--- src/rtl/cbus_interconnect.sv ---
// Single-master common-bus interconnect: registered base/mask decode, one-hot slave
// select, error response for unmapped addresses and hung slaves, sticky error capture.
module cbus_interconnect #(
  parameter int                         NUM_SLAVES     = 6,
  parameter logic [NUM_SLAVES*32-1:0]   SLAVE_BASE     = {NUM_SLAVES{32'h0000_0000}},
  parameter logic [NUM_SLAVES*32-1:0]   SLAVE_MASK     = {NUM_SLAVES{32'hFF00_0000}},
  parameter int                         TIMEOUT_CYCLES = 256,
  parameter logic [31:0]                ERR_RDATA      = 32'hDEAD_BEEF
) (
  input  logic                    clk,
  input  logic                    resetn,
  input  logic                    m_valid,
  output logic                    m_ready,
  input  logic [31:0]             m_addr,
  input  logic [31:0]             m_wdata,
  input  logic [3:0]              m_wstrb,
  output logic [31:0]             m_rdata,
  output logic [NUM_SLAVES-1:0]   s_valid,
  output logic [31:0]             s_addr,
  output logic [31:0]             s_wdata,
  output logic [3:0]              s_wstrb,
  input  logic [NUM_SLAVES-1:0]   s_ready,
  input  logic [NUM_SLAVES*32-1:0] s_rdata,
  input  logic                    err_clear,
  output logic                    err_valid,
  output logic [1:0]              err_cause,
  output logic [31:0]             err_addr,
  output logic [7:0]              err_count
);

  typedef enum logic [1:0] {
    ST_IDLE   = 2'b00,
    ST_ACCESS = 2'b01,
    ST_ERROR  = 2'b10
  } state_t;

  localparam logic [16:0] TIMEOUT_LIMIT = 17'(TIMEOUT_CYCLES);
  localparam logic [1:0]  CAUSE_UNMAPPED = 2'b01;
  localparam logic [1:0]  CAUSE_TIMEOUT  = 2'b10;

  state_t                r_state;
  logic [NUM_SLAVES-1:0] r_sel;
  logic [31:0]           r_addr;
  logic [31:0]           r_wdata;
  logic [3:0]            r_wstrb;
  logic [15:0]           r_cnt;
  logic                  r_err_valid;
  logic [1:0]            r_err_cause;
  logic [31:0]           r_err_addr;
  logic [7:0]            r_err_count;

  logic [NUM_SLAVES-1:0] w_hit;
  logic [NUM_SLAVES-1:0] w_hit_sel;
  logic                  w_sel_ready;
  logic [31:0]           w_sel_rdata;
  logic                  w_timeout;
  logic                  w_err_event;
  logic [1:0]            w_err_cause;
  logic [31:0]           w_err_addr;

  for (genvar g = 0; g < NUM_SLAVES; g++) begin : g_hit
    assign w_hit[g] = ((m_addr & SLAVE_MASK[32*g +: 32]) ==
                       (SLAVE_BASE[32*g +: 32] & SLAVE_MASK[32*g +: 32]));
  end

  // Overlapping windows resolve to the lowest slave index.
  always_comb begin
    logic found;
    found     = 1'b0;
    w_hit_sel = '0;
    for (int i = 0; i < NUM_SLAVES; i++) begin
      if (w_hit[i] && !found) begin
        w_hit_sel[i] = 1'b1;
        found        = 1'b1;
      end else begin
        w_hit_sel[i] = 1'b0;
      end
    end
  end

  // Response mux from the registered one-hot select.
  always_comb begin
    w_sel_ready = |(s_ready & r_sel);
    w_sel_rdata = 32'h0000_0000;
    for (int i = 0; i < NUM_SLAVES; i++) begin
      w_sel_rdata = w_sel_rdata | (s_rdata[32*i +: 32] & {32{r_sel[i]}});
    end
  end

  assign w_timeout = (TIMEOUT_LIMIT != 17'd0) && (({1'b0, r_cnt} + 17'd1) == TIMEOUT_LIMIT);

  // Flags the cycle whose clock edge enters ERROR, with the cause and address to log.
  always_comb begin
    w_err_event = 1'b0;
    w_err_cause = 2'b00;
    w_err_addr  = r_addr;
    case (r_state)
      ST_IDLE: begin
        if (m_valid && (w_hit_sel == '0)) begin
          w_err_event = 1'b1;
          w_err_cause = CAUSE_UNMAPPED;
          w_err_addr  = m_addr;
        end else begin
          w_err_event = 1'b0;
        end
      end
      ST_ACCESS: begin
        if (m_valid && !w_sel_ready && w_timeout) begin
          w_err_event = 1'b1;
          w_err_cause = CAUSE_TIMEOUT;
        end else begin
          w_err_event = 1'b0;
        end
      end
      default: w_err_event = 1'b0;
    endcase
  end

  // Main FSM: decode in IDLE, wait for the selected slave, one-cycle error reply.
  always_ff @(posedge clk or negedge resetn) begin
    if (!resetn) begin
      r_state <= ST_IDLE;
      r_sel   <= '0;
      r_addr  <= 32'h0000_0000;
      r_wdata <= 32'h0000_0000;
      r_wstrb <= 4'h0;
      r_cnt   <= 16'h0000;
    end else begin
      case (r_state)
        ST_IDLE: begin
          r_cnt <= 16'h0000;
          if (m_valid) begin
            r_addr  <= m_addr;
            r_wdata <= m_wdata;
            r_wstrb <= m_wstrb;
            r_sel   <= w_hit_sel;
            r_state <= (w_hit_sel != '0) ? ST_ACCESS : ST_ERROR;
          end else begin
            r_state <= ST_IDLE;
          end
        end
        ST_ACCESS: begin
          if (w_sel_ready || !m_valid) begin
            r_state <= ST_IDLE;
          end else if (w_timeout) begin
            r_state <= ST_ERROR;
          end else begin
            r_cnt <= r_cnt + 16'd1;
          end
        end
        ST_ERROR: r_state <= ST_IDLE;
        default:  r_state <= ST_IDLE;
      endcase
    end
  end

  // Sticky capture of the first error; count keeps running and saturates.
  always_ff @(posedge clk or negedge resetn) begin
    if (!resetn) begin
      r_err_valid <= 1'b0;
      r_err_cause <= 2'b00;
      r_err_addr  <= 32'h0000_0000;
      r_err_count <= 8'h00;
    end else if (err_clear && w_err_event) begin
      r_err_valid <= 1'b1;
      r_err_cause <= w_err_cause;
      r_err_addr  <= w_err_addr;
      r_err_count <= 8'h01;
    end else if (err_clear) begin
      r_err_valid <= 1'b0;
      r_err_cause <= 2'b00;
      r_err_addr  <= 32'h0000_0000;
      r_err_count <= 8'h00;
    end else if (w_err_event) begin
      if (r_err_count != 8'hFF) begin
        r_err_count <= r_err_count + 8'h01;
      end
      if (!r_err_valid) begin
        r_err_valid <= 1'b1;
        r_err_cause <= w_err_cause;
        r_err_addr  <= w_err_addr;
      end
    end
  end

  // Master-side response is combinational on the selected slave's ready.
  always_comb begin
    m_ready = 1'b0;
    m_rdata = 32'h0000_0000;
    case (r_state)
      ST_ACCESS: begin
        m_ready = w_sel_ready;
        m_rdata = w_sel_ready ? w_sel_rdata : 32'h0000_0000;
      end
      ST_ERROR: begin
        m_ready = 1'b1;
        m_rdata = ERR_RDATA;
      end
      default: begin
        m_ready = 1'b0;
        m_rdata = 32'h0000_0000;
      end
    endcase
  end

  assign s_valid   = (r_state == ST_ACCESS) ? r_sel : '0;
  assign s_wstrb   = (r_state == ST_ACCESS) ? r_wstrb : 4'h0;
  assign s_addr    = r_addr;
  assign s_wdata   = r_wdata;
  assign err_valid = r_err_valid;
  assign err_cause = r_err_cause;
  assign err_addr  = r_err_addr;
  assign err_count = r_err_count;

endmodule

--- config.mk ---
export PLATFORM = sky130hd
export DESIGN_NAME = cbus_interconnect
export DESIGN_NICKNAME = d
export VERILOG_FILES = /design/src/rtl/cbus_interconnect.sv
export SDC_FILE = /design/constraint.sdc
export NUM_CORES = 1
export LEC_CHECK = 0
export CORE_AREA = 2 2 164 166
export CTS_CLUSTER_SIZE = 16
export DETAILED_ROUTE_END_ITERATION = 8
export DIE_AREA = 0 0 166 168
export DONT_BUFFER_PORTS = 1
export GPL_ROUTABILITY_DRIVEN = 0
export PLACE_DENSITY = 0.38
export SLEW_MARGIN = 20
export SYNTH_ARGS = -nofsm -noshare
export SYNTH_HDL_FRONTEND = slang
export SYNTH_SLANG_ARGS = --single-unit
--- constraint.sdc ---
create_clock -name clk -period 3 [get_ports clk]
set_clock_uncertainty 0.1 [all_clocks]
set_input_delay 0 -clock clk [delete_from_list [all_inputs] [get_ports clk]]
set_output_delay 0 -clock clk [all_outputs]
set_load 0.005 [all_outputs]
=== Yosys cells after proc, flatten, opt, wreduce, memory -nomap -nowiden ===
Cells that the tools add are included.

* Bits in registers: 135
* Input bits: 270
* Output and inout bits: 150

* Add/sub/neg operators: 3
* Equality and inequality tests: 8
* Muxes and demuxes: 46
* Bitwise logic cells: 12
* Reductions and logical operators: 29

{| class="wikitable"
|+ Operators with widths
! kind !! count
|-
| $mux 32 || 7
|-
| $and 32x32->32 || 6
|-
| $or 32x32->32 || 5
|-
| $pmux 32 s2 || 1
|-
| $logic_not 32->1 || 1
|-
| $mux 16 || 2
|-
| $mux 8 || 4
|-
| $pmux 16 s2 || 1
|-
| $mux 2 || 9
|-
| $add 16x1->17 const B || 1
|-
| $eq 17x9->1 const B || 1
|-
| $add 16x1->16 const B || 1
|-
| $mux 1 || 16
|-
| $logic_and 1x1->1 || 9
|-
| $add 8x1->8 const B || 1
|-
| $ne 8x8->1 const B || 1
|-
| $pmux 2 s2 || 2
|-
| $logic_not 1->1 || 7
|-
| $and 6x6->6 || 1
|-
| $logic_not 6->1 || 1
|-
| $mux 6 || 1
|-
| $reduce_and 2->1 || 3
|-
| $reduce_bool 3->1 || 2
|-
| $reduce_bool 6->1 || 1
|-
| 12 further kinds || 14
|}

=== Depth between registers and ports, before layout ===
* Depth in word-level cells: 25
* Mapped depth: 10

=== Worst setup path before layout ===
Ideal clock, no wire load.

* Path type: flip-flop to flip-flop
* From: register r_cnt[0]
* To: register r_err_count[5] (netlist: err_count[5])
* Setup time: 0.125 ns
* Data arrival time: 2.452 ns
* Slack: 0.323 ns
* Cell stages (with the launch flop): 9
* Buffers on the path: 0
* Period minus slack after synthesis: 2.677 ns
* Cells stage by stage: dfrtp_1 ha_1 nand4_1 nor4b_1 xor2_1 a211o_1 o31a_4 nor4_1 mux2_2

* Word-level cells in the longest chain between the ends: 8
* Elaborated cells between the ends (all ways): 10
* Those cells by class: add/sub (1); eq/ne (1); mux (3); reduce/logical (5)

{| class="wikitable"
|+ Ends and longest elaborated chain
! what !! RTL line !! text
|-
| start, declared || 46 || <nowiki>logic [15:0] r_cnt;</nowiki>
|-
| start signal, assigned || 148 || <nowiki>r_cnt <= r_cnt + 16'd1;</nowiki>
|-
| $add 16x1->17 * || 90 || <nowiki>assign w_timeout = (TIMEOUT_LIMIT != 17'd0) && (({1'b0, r_cnt} + 17'd1) == TIMEOUT_LIMIT);</nowiki>
|-
| $eq 17x9->1 * || 90 ||
|-
| $logic_and 1x1->1 * || 108 || <nowiki>if (m_valid && !w_sel_ready && w_timeout) begin</nowiki>
|-
| $mux 1 * || 108 ||
|-
| $pmux 1 s2 * || 97 || <nowiki>case (r_state)</nowiki>
|-
| $logic_and 1x1->1 || 164 || <nowiki>end else if (err_clear && w_err_event) begin</nowiki>
|-
| $reduce_bool 3->1 (no line) || - ||
|-
| $reduce_and 2->1 (no line) || - ||
|-
| end signal, assigned || 176 || <nowiki>r_err_count <= r_err_count + 8'h01;</nowiki>
|-
| end, declared || 50 || <nowiki>logic [7:0] r_err_count;</nowiki>
|}

Mark *: on every way between the ends. The rest lies on a longest branch, timed or not.
A chain may end at the register's enable or synchronous reset.

=== Worst setup path in the final report ===
Ends and elaborated chain as after synthesis.

==> summary.md <==
| Metric | Value |
|---|---|
| Status | finished, violations left |
| Failing checks | hold timing |
| Fraction of layout cells with a size suffix above 1 | 0.105 |
| Io pins | 420 |
| Count of maximum capacitance violations | 0 |
| Mux contribution to synthesized area | 0.0493 |
| Sequential cell area fraction in the yosys report | 0.525 |
| Least-Margin Pin Slew | 871 ps |
| Number of buffers added on ports | 0 |
| H-tree Lvls | 4 |
| Setup crit end kind | flop |
| Vias per cell | 4.70 |
| Post-synth top cells | nand2_1 (230), dfrtp_1 (130), o2bb2ai_1 (32), mux2i_1 (26), o21a_1 (23) |
| R2R cell count | 8 |
| RSZ-0062 raised after global routing | false |
| Root buffer cell | clkbuf_16 |
| Cell leakage power | slightly below 4 nW |
| Non-Filler Instances | 1095 |
| Grt ovf | 0 |
| Area contributors post-synth | dfrtp_1 (53%), nand2_1 (14%), o2bb2ai_1 (4.5%), mux2i_1 (4.2%), o21a_1 (2.8%) |
| Setup slack at placement | -54.7 ps |
| Simple-gate share of the synthesized area | 0.230 |
| CP required | 3200 ps |
| N_diodes | 0 |
| Die W | 166 µm |
| CTS Buffer Depth | 2 |
| CTS sink count | 130 |
| Post-synthesis xor/xnor area fraction | 0.00283 |
| Iteration-0 DRC count of the detailed router | roughly 180 |
| Antenna violations before repair | 0 |
| Post-synth ARST share | 1.00 |
| Primary FF master, synth | dfrtp_1 |
| Post-CTS Setup Inserts | 0 |
| First-pass GRT wire length | between 30000 and 40000 µm |
| Crit path DAT | 3060 ps |
| Max IR drop VDD | around 0.00026 V |
| Synthesis-stage register bit count | 130 |
| Final HPWL DP | 12600 µm |
| Area fraction in compound gates after synthesis | 0.143 |
| Die ar. | 27900 µm² |
| Routed Antenna Nets | 0 |
| Mapped Area | 6190 µm² |
| Number of synthesized flops with an enable pin | 0 |
| Initial Utilization | 0.235 |
| Syn. warnings | 0 |
| Top Metal Used | met4 |
| CTS Hold Bufs | 73 |
| Final setup viols | 0 |
| Wire length on met2 | 9360 µm |
| Final period utilization | 0.956 |
| Via count | 5144 |
| Syn Inst Count | 657 |
| Final Critical Period | between 2000 and 3000 ps |
| Synth area leader | dfrtp_1 |
| All-layer global routing usage | 0.141 |
| Crit Path Class | reg -> reg |
| Vias in the first global route | 5292 |
| Crit-path max FO | 8 |
| Largest net degree at the start of global routing | between 100 and 150 |
| Cts bufs inserted | 17 |
| Final hold vios | 130 |
| Post-Route WL | 19700 µm |
| WL per Instance | 18.0 µm |
| PD cells | 588 nW/µm² |
| WL met1 | 8350 µm |
| Max Freq | between 0.3 and 0.4 GHz |
| Post-synthesis average cell area | around 9.4 µm² |
| Final Total Pwr | 4.73 mW |
| Cell variety after synth | 56 |
| Post-Synth Adder-Cell Area | 0.0101 |
| Core Rows | 60 |
| Worst hold slack | -822 ps |
| TritonCTS clock tree | yes |
| Setup slack after layout | between 100 and 150 ps |
| Post-layout util | 0.305 |
| Met3 Wirelength | 1770 µm |
| Clock transition at path regs | 60 ps |
| Drt pass-1 iters | 4 |
| Die Y | 168 µm |
| Max-slew violations | 0 |
| Cells after DPL | 989 |
| Most instantiated library cell after synthesis | nand2_1 |
| Worst hold path type | in -> async |
| Drc violations | 0 |
| Share of the synthesized area in the top cell type | 0.525 |
| Worst skew pair latency | 410 ps |
| Area grow syn2layout | 29.9% |
| Crit start category | flop |
| Main combinational cell family by area after synthesis | simple AND/OR/NAND/NOR gates |
| Slew headroom | 0.419 |
| Core area | 26400 µm² |
| NumNets Final | about 1000 |
registers in the layout, indices dropped and copies added (netlist names):
register / cells
r_cnt: 16
s_wdata: 32
err_addr: 32
err_cause: 2
r_sel: 1
s_addr: 32
r_state: 2
err_valid: 1
err_count: 8
r_wstrb: 4
power by group:
group | internal, mW | switching (mW) | total, mW
Combinational | 0.216 | 0.267 | 0.483
Sequential | 1.93 | 0.186 | 2.12
Clock | 1.26 | 0.864 | 2.13
Total | 3.41 | 1.32 | 4.73
through the flow:
| stage | hold WS (ps) | cell area (µm²) | TNS (ps) |
|---|---|---|---|
| after floorplan | -396 | 6210 | 0 |
| after global placement | -392 | 6710 | 0 |
| after detailed placement | -392 | 6710 | -1110 |
| after CTS | -843 | 8040 | 0 |
| after global routing | -853 | 8040 | 0 |
| final | -822 | 8040 | 0 |
cell usage in the layout, fill, tap and decap left out, types with 3 or more instances in the layout:
| cell | instances |
|---|---|
| nand2_1 | 229 |
| nor3b_1 | 4 |
| clkinv_4 | 3 |
| a22oi_1 | 8 |
| dlygate4sd3_1 | 73 |
| nand3_1 | 11 |
| mux2_2 | 4 |
| dfrtp_1 | 130 |
| and2_1 | 13 |
| o21a_1 | 23 |
| a211o_1 | 4 |
| ha_1 | 5 |
| buf_4 | 30 |
| nor4_1 | 3 |
| a21oi_1 | 3 |
| mux2i_1 | 26 |
| nand4_1 | 7 |
| inv_6 | 5 |
| nor2b_1 | 3 |
| inv_1 | 8 |
| a221o_1 | 6 |
| o2bb2ai_1 | 32 |
| nand2b_1 | 7 |
| and3_1 | 13 |
| clkbuf_16 | 17 |
| nor2_1 | 21 |
| conb_1 | 5 |
| o21ai_0 | 10 |
| nor3_1 | 4 |
final cells by class:
cell class	count	area (µm²)
timing repair buffer	105	996
sequential	130	3250
clock buffer	19	443
multi-input combinational	478	2740
fill	2721	18300
clock inverter	13	148
tap	341	427
inverter	9	33.8
layer usage:
| layer | vias to the layer above | global-route usage |
|---|---|---|
| met2 | 183 | 0.225 |
| li1 | 2405 | - |
| met4 | 0 | 0.0412 |
| met1 | 2544 | 0.176 |
| met3 | 12 | 0.0588 |
| met5 | - | 0 |
critical path: stages (launching register included):
cell       delay (ps)
dfrtp_1           380
buf_4             150
a211o_1           300
a2111oi_2         410
o311ai_2          200
buf_4             180
o31a_4            370
nor4_1            310
mux2_2            370
path summary, 6_finish.rpt:
| check | start | to | slack [ps] |
|---|---|---|---|
| max in group asynchronous | resetn | s_addr[25] | 3270 |
| hold reg to reg | r_wstrb[3] | r_wstrb[3] | 380 |
| setup reg to reg | r_cnt[0] | err_count[5] | 130 |
| hold / removal | resetn | s_addr[0] | -820 |
| setup / recovery | r_cnt[0] | err_count[5] | 130 |
| min in group clk | m_addr[30] | r_sel[0] | 0 |
kinds of logic (layout without fill, tap and decap cells):
| logic type | after synthesis | after routing |
|---|---|---|
| buffers and inverters | 54 | 146 |
| AO/OA/AOI/OAI | 108 | 109 |
| flip-flops | 130 | 130 |
| XOR/XNOR | 2 | 2 |
| multiplexers | 30 | 30 |
| adder cells (fa/ha/maj) | 5 | 5 |
| AND/OR/NAND/NOR | 327 | 327 |
| other | 1 | 5 |
timing repair:
action | 4_1_cts | 5_1_grt
endpoints found under the hold margin | 246 | 130
endpoints found under the setup margin | 32 | 0
gates resized for setup | 1 | 0
Power figures use the tool's default switching activity.
